<file path="src/rtl/avalon_cmd_engine_pkg.sv">
// Shared constants for the Avalon-MM command engine: register map, opcodes,
// STATUS bit positions, FSM encoding and the block ID.
package avalon_cmd_engine_pkg;

    localparam logic [31:0] ADDR_ID       = 32'h00;
    localparam logic [31:0] ADDR_CMD      = 32'h01;
    localparam logic [31:0] ADDR_STATUS   = 32'h02;
    localparam logic [31:0] ADDR_IRQ_EN   = 32'h03;
    localparam logic [31:0] ADDR_KEY      = 32'h04;
    localparam logic [31:0] ADDR_IN_BASE  = 32'h10;
    localparam logic [31:0] ADDR_OUT_BASE = 32'h20;

    localparam logic [3:0] OP_NOT  = 4'd1;
    localparam logic [3:0] OP_COPY = 4'd2;
    localparam logic [3:0] OP_XOR  = 4'd3;

    localparam int ST_DONE     = 0;
    localparam int ST_BUSY     = 1;
    localparam int ST_ERR_CMD  = 2;
    localparam int ST_ERR_BUSY = 3;

    localparam logic [31:0] ID_VALUE = 32'h0002_0001;

    typedef enum logic [1:0] {
        S_IDLE   = 2'd0,
        S_RUN    = 2'd1,
        S_FINISH = 2'd2
    } state_e;

    function automatic logic op_legal(input logic [3:0] op);
        return (op == OP_NOT) || (op == OP_COPY) || (op == OP_XOR);
    endfunction

endpackage

</file>
<file path="src/rtl/avalon_cmd_engine_if.sv">
// Avalon-MM slave bus bundle between the host and the command engine.
interface avalon_cmd_engine_if #(
    parameter int DATA_W = 32,
    parameter int ADDR_W = 8
);
    logic [ADDR_W-1:0] avalon_slave_address;
    logic              avalon_slave_read;
    logic [DATA_W-1:0] avalon_slave_readdata;
    logic              avalon_slave_write;
    logic [DATA_W-1:0] avalon_slave_writedata;

    modport master (
        output avalon_slave_address,
        output avalon_slave_read,
        output avalon_slave_write,
        output avalon_slave_writedata,
        input  avalon_slave_readdata
    );

    modport slave (
        input  avalon_slave_address,
        input  avalon_slave_read,
        input  avalon_slave_write,
        input  avalon_slave_writedata,
        output avalon_slave_readdata
    );
endinterface

</file>
<file path="src/rtl/cmd_lane_alu.sv">
// One-lane transform used by the engine; unknown opcodes never reach RUN, so
// the default arm simply passes the lane through.
module cmd_lane_alu
    import avalon_cmd_engine_pkg::*;
#(
    parameter int LANE_W = 8
) (
    input  logic [3:0]        opcode,
    input  logic [LANE_W-1:0] in_lane,
    input  logic [LANE_W-1:0] key_lane,
    output logic [LANE_W-1:0] out_lane
);

    // Select the lane operation.
    always_comb begin
        case (opcode)
            OP_NOT:  out_lane = ~in_lane;
            OP_XOR:  out_lane = in_lane ^ key_lane;
            default: out_lane = in_lane;
        endcase
    end

endmodule

</file>
<file path="src/rtl/avalon_cmd_engine.sv">
// Avalon-MM command engine: register file, word buffers, lane-serial
// transform FSM and level interrupt.
//
//   state  | meaning
//   IDLE   | waiting for a legal CMD write
//   RUN    | one lane of one word transformed per clock
//   FINISH | single clock: set DONE, drop BUSY
module avalon_cmd_engine
    import avalon_cmd_engine_pkg::*;
#(
    parameter int DATA_W = 32,
    parameter int LANE_W = 8,
    parameter int DEPTH  = 4,
    parameter int ADDR_W = 8
) (
    input  logic                clock_sink_clk,
    input  logic                reset_sink_resetn,
    avalon_cmd_engine_if.slave  avs,
    output logic                irq
);

    localparam int LANES = DATA_W / LANE_W;
    localparam int LP_W  = (LANES > 1) ? $clog2(LANES) : 1;
    localparam int WP_W  = (DEPTH > 1) ? $clog2(DEPTH) : 1;

    state_e            state_q, state_d;
    logic              done_q, done_d;
    logic              busy_q, busy_d;
    logic              err_cmd_q, err_cmd_d;
    logic              err_busy_q, err_busy_d;
    logic [1:0]        irq_en_q, irq_en_d;
    logic [DATA_W-1:0] key_q, key_d;
    logic [3:0]        op_q, op_d;
    logic [3:0]        cnt_q, cnt_d;
    logic [LP_W-1:0]   lp_q, lp_d;
    logic [WP_W-1:0]   wp_q, wp_d;
    logic [DATA_W-1:0] in_q  [DEPTH];
    logic [DATA_W-1:0] in_d  [DEPTH];
    logic [DATA_W-1:0] out_q [DEPTH];
    logic [DATA_W-1:0] out_d [DEPTH];
    logic [DATA_W-1:0] readdata_q, readdata_d;
    logic              irq_q, irq_d;

    logic [31:0]       addr_ext;
    logic [WP_W-1:0]   buf_idx;
    logic              in_hit, out_hit;
    logic [DATA_W-1:0] wd;
    logic              cmd_legal;
    logic [31:0]       lane_base;
    logic [LANE_W-1:0] in_lane, key_lane, alu_out;
    logic              last_lane;
    logic [3:0]        status_vec;
    logic [DATA_W-1:0] rd_mux;

    assign addr_ext  = 32'(avs.avalon_slave_address);
    assign buf_idx   = addr_ext[WP_W-1:0];
    assign in_hit    = (addr_ext >= ADDR_IN_BASE)  && (addr_ext < ADDR_IN_BASE  + 32'(DEPTH));
    assign out_hit   = (addr_ext >= ADDR_OUT_BASE) && (addr_ext < ADDR_OUT_BASE + 32'(DEPTH));
    assign wd        = avs.avalon_slave_writedata;
    assign cmd_legal = op_legal(wd[3:0]) && (wd[11:8] != 4'd0) && (32'(wd[11:8]) <= 32'(DEPTH));

    assign lane_base = 32'(lp_q) * 32'(LANE_W);
    assign in_lane   = in_q[wp_q][lane_base +: LANE_W];
    assign key_lane  = key_q[lane_base +: LANE_W];
    assign last_lane = (lp_q == LP_W'(LANES - 1)) && ((32'(wp_q) + 32'd1) == 32'(cnt_q));

    cmd_lane_alu #(.LANE_W(LANE_W)) u_alu (
        .opcode   (op_q),
        .in_lane  (in_lane),
        .key_lane (key_lane),
        .out_lane (alu_out)
    );

    // Assemble the STATUS word from its individual flags.
    always_comb begin
        status_vec              = '0;
        status_vec[ST_DONE]     = done_q;
        status_vec[ST_BUSY]     = busy_q;
        status_vec[ST_ERR_CMD]  = err_cmd_q;
        status_vec[ST_ERR_BUSY] = err_busy_q;
    end

    // Read data mux; CMD is write-only and unmapped addresses return zero.
    always_comb begin
        rd_mux = '0;
        if (addr_ext == ADDR_ID)          rd_mux = DATA_W'(ID_VALUE);
        else if (addr_ext == ADDR_STATUS) rd_mux = DATA_W'(status_vec);
        else if (addr_ext == ADDR_IRQ_EN) rd_mux = DATA_W'(irq_en_q);
        else if (addr_ext == ADDR_KEY)    rd_mux = key_q;
        else if (in_hit)                  rd_mux = in_q[buf_idx];
        else if (out_hit)                 rd_mux = out_q[buf_idx];
    end

    // Next-state for registers, buffers and FSM; hardware sets come after W1C so they win.
    always_comb begin
        state_d    = state_q;
        done_d     = done_q;
        busy_d     = busy_q;
        err_cmd_d  = err_cmd_q;
        err_busy_d = err_busy_q;
        irq_en_d   = irq_en_q;
        key_d      = key_q;
        op_d       = op_q;
        cnt_d      = cnt_q;
        lp_d       = lp_q;
        wp_d       = wp_q;
        in_d       = in_q;
        out_d      = out_q;
        readdata_d = avs.avalon_slave_read ? rd_mux : readdata_q;

        if (avs.avalon_slave_write) begin
            if (addr_ext == ADDR_STATUS) begin
                if (wd[ST_DONE])     done_d     = 1'b0;
                if (wd[ST_ERR_CMD])  err_cmd_d  = 1'b0;
                if (wd[ST_ERR_BUSY]) err_busy_d = 1'b0;
            end
            if (addr_ext == ADDR_IRQ_EN) irq_en_d = wd[1:0];
            if ((addr_ext == ADDR_KEY) || (addr_ext == ADDR_CMD) || in_hit) begin
                if (busy_q) begin
                    err_busy_d = 1'b1;
                end else if (addr_ext == ADDR_KEY) begin
                    key_d = wd;
                end else if (in_hit) begin
                    in_d[buf_idx] = wd;
                end else if (cmd_legal) begin
                    state_d = S_RUN;
                    busy_d  = 1'b1;
                    op_d    = wd[3:0];
                    cnt_d   = wd[11:8];
                    lp_d    = '0;
                    wp_d    = '0;
                end else begin
                    err_cmd_d = 1'b1;
                end
            end
        end

        case (state_q)
            S_RUN: begin
                out_d[wp_q][lane_base +: LANE_W] = alu_out;
                if (last_lane) begin
                    state_d = S_FINISH;
                end else if (lp_q == LP_W'(LANES - 1)) begin
                    lp_d = '0;
                    wp_d = wp_q + WP_W'(1);
                end else begin
                    lp_d = lp_q + LP_W'(1);
                end
            end
            S_FINISH: begin
                done_d  = 1'b1;
                busy_d  = 1'b0;
                state_d = S_IDLE;
            end
            default: ;
        endcase

        irq_d = (done_q & irq_en_q[0]) | ((err_cmd_q | err_busy_q) & irq_en_q[1]);
    end

    // State and register update; reset clears everything and aborts any run.
    always_ff @(posedge clock_sink_clk or negedge reset_sink_resetn) begin
        if (!reset_sink_resetn) begin
            state_q    <= S_IDLE;
            done_q     <= 1'b0;
            busy_q     <= 1'b0;
            err_cmd_q  <= 1'b0;
            err_busy_q <= 1'b0;
            irq_en_q   <= '0;
            key_q      <= '0;
            op_q       <= '0;
            cnt_q      <= '0;
            lp_q       <= '0;
            wp_q       <= '0;
            readdata_q <= '0;
            irq_q      <= 1'b0;
            for (int i = 0; i < DEPTH; i++) begin
                in_q[i]  <= '0;
                out_q[i] <= '0;
            end
        end else begin
            state_q    <= state_d;
            done_q     <= done_d;
            busy_q     <= busy_d;
            err_cmd_q  <= err_cmd_d;
            err_busy_q <= err_busy_d;
            irq_en_q   <= irq_en_d;
            key_q      <= key_d;
            op_q       <= op_d;
            cnt_q      <= cnt_d;
            lp_q       <= lp_d;
            wp_q       <= wp_d;
            readdata_q <= readdata_d;
            irq_q      <= irq_d;
            in_q       <= in_d;
            out_q      <= out_d;
        end
    end

    assign avs.avalon_slave_readdata = readdata_q;
    assign irq                       = irq_q;

endmodule
</file>
<file path="src/flat_wrapper.sv">
// flat-port wrapper written by rule: the top's interface ports become plain ports
module avalon_cmd_engine_flat import avalon_cmd_engine_pkg::*;
#(
    parameter int DATA_W = 32,
    parameter int LANE_W = 8,
    parameter int DEPTH  = 4,
    parameter int ADDR_W = 8
)
  (clock_sink_clk, reset_sink_resetn, irq, avs_avalon_slave_address, avs_avalon_slave_read, avs_avalon_slave_write, avs_avalon_slave_writedata, avs_avalon_slave_readdata);
  avalon_cmd_engine_if #(.DATA_W(DATA_W), .ADDR_W(ADDR_W)) avs_i ();
  input  logic clock_sink_clk;
  input  logic reset_sink_resetn;
  output logic irq;
  input wire logic [$bits(avs_i.avalon_slave_address)-1:0] avs_avalon_slave_address;
  input wire logic [$bits(avs_i.avalon_slave_read)-1:0] avs_avalon_slave_read;
  input wire logic [$bits(avs_i.avalon_slave_write)-1:0] avs_avalon_slave_write;
  input wire logic [$bits(avs_i.avalon_slave_writedata)-1:0] avs_avalon_slave_writedata;
  output wire logic [$bits(avs_i.avalon_slave_readdata)-1:0] avs_avalon_slave_readdata;
  assign avs_i.avalon_slave_address = avs_avalon_slave_address;
  assign avs_i.avalon_slave_read = avs_avalon_slave_read;
  assign avs_i.avalon_slave_write = avs_avalon_slave_write;
  assign avs_i.avalon_slave_writedata = avs_avalon_slave_writedata;
  assign avs_avalon_slave_readdata = avs_i.avalon_slave_readdata;
  avalon_cmd_engine #(.DATA_W(DATA_W), .LANE_W(LANE_W), .DEPTH(DEPTH), .ADDR_W(ADDR_W)) u_core (.clock_sink_clk(clock_sink_clk), .reset_sink_resetn(reset_sink_resetn), .avs(avs_i), .irq(irq));
endmodule
</file>
<file path="config.mk">
export PLATFORM = sky130hd
export DESIGN_NAME = avalon_cmd_engine_flat
export DESIGN_NICKNAME = d
export VERILOG_FILES = /design/src/rtl/avalon_cmd_engine_pkg.sv /design/src/rtl/avalon_cmd_engine_if.sv /design/src/rtl/cmd_lane_alu.sv /design/src/rtl/avalon_cmd_engine.sv /design/src/flat_wrapper.sv
export SDC_FILE = /design/constraint.sdc
export NUM_CORES = 1
export LEC_CHECK = 0
export ABC_AREA = 0
export CAP_MARGIN = 20
export CORE_ASPECT_RATIO = 0.7
export CORE_MARGIN = 5
export CORE_UTILIZATION = 25
export CTS_CLUSTER_SIZE = 8
export DETAILED_ROUTE_END_ITERATION = 6
export PLACE_DENSITY = 0.47
export SLEW_MARGIN = 20
export SYNTH_ARGS = -nofsm -noshare
export SYNTH_HDL_FRONTEND = slang
export SYNTH_SLANG_ARGS = --single-unit
</file>
<file path="constraint.sdc">
create_clock -name clock_sink_clk -period 2.1 [get_ports clock_sink_clk]
set_input_delay 0.42 -clock clock_sink_clk [delete_from_list [all_inputs] [get_ports clock_sink_clk]]
set_output_delay 0.42 -clock clock_sink_clk [all_outputs]
set_load 0.005 [all_outputs]
</file>
-- Word-level counts from Yosys, hierarchy flattened
Cells that the tools add are included.
W data, S select, Z words.
- flip-flop bits (word level): 341
- input bits: 44
- $add $sub $neg: 4
- magnitude comparators: 9
- equal/unequal tests: 13
- shift-type cells: 4
- multiplexer cells: 70
- bitwise gates (word level): 11
- reductions and logical operators: 23
- operator list (kind ; number):
    $mux W32 ; 14
    $bwmux W128 ; 2
    $bmux W32 S2 ; 3
    $demux W32 S2 ; 2
    $shiftx A32 B6 Y8 ; 2
    $mux W2 ; 25
    $neg A5 Y34 ; 1
    $shift A8 B34 Y32 const A ; 1
    $shiftx A8 B34 Y32 ; 1
    $eq A32 B4 Y1 ; 1
    $logic_not A32 Y1 ; 1
    $mux W1 ; 22
    $eq A8 B2 Y1 const B ; 2
    $pmux W8 S2 ; 1
    $eq A4 B2 Y1 const B ; 3
    $eq A4 B1 Y1 const B ; 2
    $eq A8 B1 Y1 const B ; 1
    $eq A8 B3 Y1 const B ; 1
    $ge A8 B5 Y1 const B ; 1
    $ge A8 B6 Y1 const B ; 1
    $lt A8 B5 Y1 const B ; 1
    $lt A8 B6 Y1 const B ; 1
    $not A8 Y8 ; 1
    $reduce_bool A2 Y1 ; 4
    21 further kinds ; 40

-- Longest topological paths before layout
- depth after elaboration: 14
- gate-level depth with buffers: 9
- mapped depth without buffers: 7

-- By module
A second synthesis with hierarchy kept.
- cells, all modules: 1268
- area total of the unflattened synthesis: 16423.3 sq um
- by module, submodules not included (module ; times used ; cells an instance ; area each (sq um) ; sequential area each (sq um)):
    avalon_cmd_engine ; 1 ; 1250 ; 16290.6 ; 8533.2
    cmd_lane_alu ; 1 ; 18 ; 132.6 ; 0.0

-- Worst setup path after synthesis
No wires, ideal clock.
- path type: register to register
- from: register u_core.wp_q[0]
- to: register u_core.out_q[8] in the netlist's numbering
- setup time: 127 ps
- arrival: 2034 ps
- slack: -62 ps
- stages on the path, launching flop included: 9
- cells stage by stage: dfrtp_1 buf_6 buf_6 mux4_2 a22oi_1 nand2_1 xor2_1 buf_6 o21ai_1
- word-level cells in the longest chain between the ends: 9
- ends and longest elaborated chain (element ; line ; RTL):
    start, declared ; avalon_cmd_engine.sv:36 ; logic [WP_W-1:0] wp_q, wp_d;
    start signal, assigned ; avalon_cmd_engine.sv:192 ; wp_q <= wp_d;
    $not A2 Y3 (not written as such) * ; avalon_cmd_engine.sv:63, avalon_cmd_engine.sv:140 ;
    $bmux W32 S2 ; avalon_cmd_engine.sv:63 ; assign in_lane = in_q[wp_q][lane_base +: LANE_W];
    $mux W32 (not written as such) (2 in series) ; avalon_cmd_engine.sv:63 ;
    $shiftx A32 B6 Y8 ; avalon_cmd_engine.sv:63 ;
    $xor A8 B8 Y8 or $not A8 Y8 (tied branches) ; cmd_lane_alu.sv:18, cmd_lane_alu.sv:17 ;
    $pmux W8 S2 ; cmd_lane_alu.sv:16 ; case (opcode)
    $shiftx A8 B34 Y32 ; avalon_cmd_engine.sv:140 ; out_d[wp_q][lane_base +: LANE_W] = alu_out;
    $bwmux W128 * ; avalon_cmd_engine.sv:140 ;
    end signal, assigned ; avalon_cmd_engine.sv:196 ; out_q <= out_d;
    end, declared ; avalon_cmd_engine.sv:39 ; logic [DATA_W-1:0] out_q [DEPTH];
Mark *: on every way between the ends. The rest lies on a longest branch, timed or not. The select of a mux whose other input is x is not followed.
A chain may end at the register's enable or synchronous reset.

-- Final worst setup path
- from: register u_core.wp_q[0]
- to: register u_core.out_q[6] in the netlist's numbering
The elaborated chain is that of the path after synthesis.

==> key figures <==
Status
  • Status: finished, violations left
  • Failing checks: negative setup slack

GRT
  • Largest net degree at the start of global routing: 72
  • Initial antenna violation count: 3
  • All-Layer GR Usage: 15.19%
  • First-pass GRT wire length: about 81 mm
  • Vias in the first global route: around 12000
  • Total grt overflow: 0

STA
  • Setup violators final: 128
  • Tmin final: 2.311 ns
  • Clk_skew: 0.01770 ns
  • Slack of the critical path: -0.2112 ns
  • Measured slew at the worst slew-check pin: 0.5097 ns
  • F_max: 432.7 MHz
  • Final TNS setup: -17.15 ns
  • Final Cycle Share: 110.1%
  • Max-slew headroom: 65.87%
  • Max-slew violation count: 0
  • Fin. Hold Viols: 0
  • Unrepaired setup endpoints after global routing: true

Worst setup path
  • Critical path class: flop to flop
  • Reg-to-Reg End: u_core.out_q[6]
  • Worst reg2reg path depth: 8
  • Crit Path Max Fanout: 8
  • CP required: 2.53 ns
  • R2r startpoint: u_core.wp_q[0]
  • Critical path endpoint category: flop
  • WP data arrival: 2.74 ns
  • Critical Path Start Type: flop
  • Worst reg-to-reg setup slack: -0.21 ns

Power and ir drop
  • PwrDens: 835.0 mW/mm²
  • Overall power: 17.59 mW
  • Maximum VDD drop: 556.1 µV
  • Sequential power share: between 40% and 50%
  • Gate power share: 20.9%
  • Switching share of power: 28.61%
  • Pleak: 9.140 nW
  • Clock Power Share: 39.0%
  • NetSw: slightly above 5 mW
  • Internal: 12.56 mW

Synth
  • Post-Synth Simple-Gate Area: about 6.5%
  • Largest family of logic cells by synthesized area: multiplexers
  • Synth Flop Type: dfrtp_1
  • Post-synth ARST share: 100.0%
  • Synthesized area: 0.01635 mm²
  • Syn Inst Count: 1263
  • Mux contribution to synthesized area: between 20% and 30%
  • Sequential-to-total area share from yosys stat: 52.19%
  • Distinct cell type count after synthesis: 55
  • Yosys warning count: 0
  • Synth area leaders: dfrtp_1 52%, mux4_2 13%, mux2_2 11%
  • Post-synth EDFFs: 0
  • Post-Synth XOR/XNOR Area: 0.5893%
  • Post-synthesis adder-cell area fraction: less than 1%
  • Yosys top cell area share: 52.19%
  • Cell taking the most area after synthesis: dfrtp_1
  • Mapped Nets: 1319
  • Register bit count reported by yosys: 341
  • Complex-gate fraction of the synthesized area: 10.14%
  • Syn avg cell area: 12.94 µm²

Detailed routing
  • Met1 WL: 27.30 mm
  • WL per Instance: about 24 µm
  • Final WL: 55.62 mm
  • DRC viols: 0
  • Via/cell ratio: 5.018
  • Initial DRC count: 908
  • Routed vias: between 10000 and 15000
  • Met2 WL: 23.09 mm
  • ANT nets after route: 0
  • DR top layer: met5
  • First drt pass iteration count: 6
  • Met3 WL: 4.367 mm

Clock network
  • Clk sinks: approximately 340
  • Num CTS Buffers: 48
  • Htree depth: 2
  • Worst-path clk slew: 0.05 ns
  • Clock Path Buffers: 3
  • CTS tree: yes
  • Clock root buffer: clkbuf_16
  • Clk_lat worst skew: 0.56 ns

Placement
  • Final Wtd Congestion: 0.8340
  • Count of buffers from port buffering: 76
  • HPWL Detailed: 38.13 mm
  • Dpl ws: -0.5144 ns

Layout
  • Area Growth Syn to Fin: 28.84%
  • ANT cells: 0
  • Layout filler cell count: 6476
  • Final nets: 1510
  • Layout cells sized above 1: 39.19%
  • Final core occ: 32.51%

Floorplan
  • Starting Density: roughly a quarter
  • Full die area: 0.07069 mm²
  • Chip height: 224.0 µm
  • Std-Cell Core Area: roughly 0.065 mm²
  • Chip width: 315.7 µm
  • Top Ports: 77
  • Row count: 78

Run
  • Max cap viols: 0

Min path
  • Hold Path Origin: avs_avalon_slave_read
  • WHS Endpoint: u_core.avs.avalon_slave_readdata[1]
  • Type of the most critical hold path: primary input to flop
  • Hold path cells: 2
cells in the mapped netlist, types with 16 or more instances:
cell type	instances
a22oi_1	18
nand2_1	146
o21ai_1	80
a22o_1	31
buf_1	16
mux2_2	163
inv_1	40
o22ai_1	29
mux4_2	97
nand3_1	24
a21oi_1	32
clkbuf_1	31
nand4_1	18
dfrtp_1	341
buf_2	23
o21ai_0	61
through the flow:
stage | cells | hold WS (ns) | cell area, µm²
global route | 2337 | 0.3080 | 21070
floorplan | 1263 | 0.1244 | 16410
CTS | 2326 | 0.2700 | 20610
global placement | 2270 | 0.3354 | 19310
detailed placement | 2270 | 0.3327 | 19310
finish | 2337 | 0.3038 | 21070
cell usage in the layout (no fill, tap or decap), types with 6 or more instances in the layout:
master	instances
o22ai_1	29
a22oi_1	7
inv_1	40
buf_4	107
nor2b_1	7
o21ai_2	59
nand2_1	140
a22o_1	31
a21oi_1	32
o21ai_1	77
buf_12	38
nand2_2	6
a22oi_2	11
mux2_2	163
nand4_1	18
o21ai_0	10
clkdlybuf4s50_1	72
clkbuf_16	53
nand3_1	23
dfrtp_1	339
mux4_2	104
ha_1	12
metal layers:
layer,up-vias,global-route usage [%]
li1,5085,-
met1,6228,23.88
met2,351,20.92
met3,62,4.180
met4,2,2.664
met5,-,0
critical path, stage by stage, from the launching register on:
cell and delay (ns):
dfrtp_2 0.44, buf_6 0.13, buf_12 0.15, mux4_2 0.59, a22oi_2 0.22, nand2_2 0.11
xor2_4 0.25, clkbuf_16 0.23, o21ai_2 0.05
how the worst max path moves through the flow:
| stage | startpoint | endpoint | slack, ns | depth (start not counted) |
|---|---|---|---|---|
| 2_1_floorplan | avs_avalon_slave_address[0] | u_core.avs.avalon_slave_readdata[1] | 0.002 | 6 |
| 3_3_place_gp | avs_avalon_slave_address[3] | u_core.avs.avalon_slave_readdata[29] | -0.50 | 6 |
| 3_5_place_dp | avs_avalon_slave_address[3] | u_core.avs.avalon_slave_readdata[21] | -0.51 | 6 |
| 4_1_cts | u_core.wp_q[0] | u_core.out_q[109] | -0.19 | 8 |
| 5_1_grt | u_core.wp_q[0] | u_core.out_q[54] | -0.28 | 8 |
| 6_report | u_core.wp_q[0] | u_core.out_q[6] | -0.21 | 8 |
sequential cells by signal, summed over array words and instances (netlist names):
signal	count
u_core.op_q	4
u_core.lp_q	2
u_core.state_q	2
u_core.irq_en_q	2
u_core.busy_q	1
u_core.err_busy_q	1
u_core.key_q	32
u_core.irq	1
u_core.cnt_q	4
u_core.err_cmd_q	1
u_core.done_q	1
u_core.avs.avalon_slave_readdata	32
u_core.in_q	128
u_core.out_q	128
u_core.wp_q	2
layout make-up:
cell class | count | area (µm²) | share of cell area [%]
clock inverters | 3 | 22.52 | 0.1069
flip-flops and latches | 341 | 8536 | 40.52
well taps | 880 | 1101 | 5.227
clock buffers | 50 | 1230 | 5.839
repair buffers | 226 | 2437 | 11.57
multi-input cells | 797 | 7589 | 36.02
inverters | 40 | 150.1 | 0.7128
kinds of logic after synthesis:
group,Yosys count
compound gates,276
xor+xnor,11
fa+ha+maj,12
buf+inv,125
flops,341
mux,270
simple gates,228
timing repair:
action	in CTS	in global routing
gates cloned	1	4
hold buffers	1	0
setup buffers	1	8
pin swaps	10	60
endpoints found under the setup margin	128	133
hold endpoints to repair	27	0
gates resized for setup	49	92
power groups by stage:
stage                     combinational, mW  clock, mW  sequential (mW)
after floorplan                        1.76          0             7.02
after global placement                 3.25          0             7.13
after detailed placement               3.26          0             7.14
after CTS                              3.40       7.03             7.04
after global routing                   3.91       7.34             7.06
final                                  3.68       6.87             7.04
Note: power is estimated with default switching activity, not from simulation.
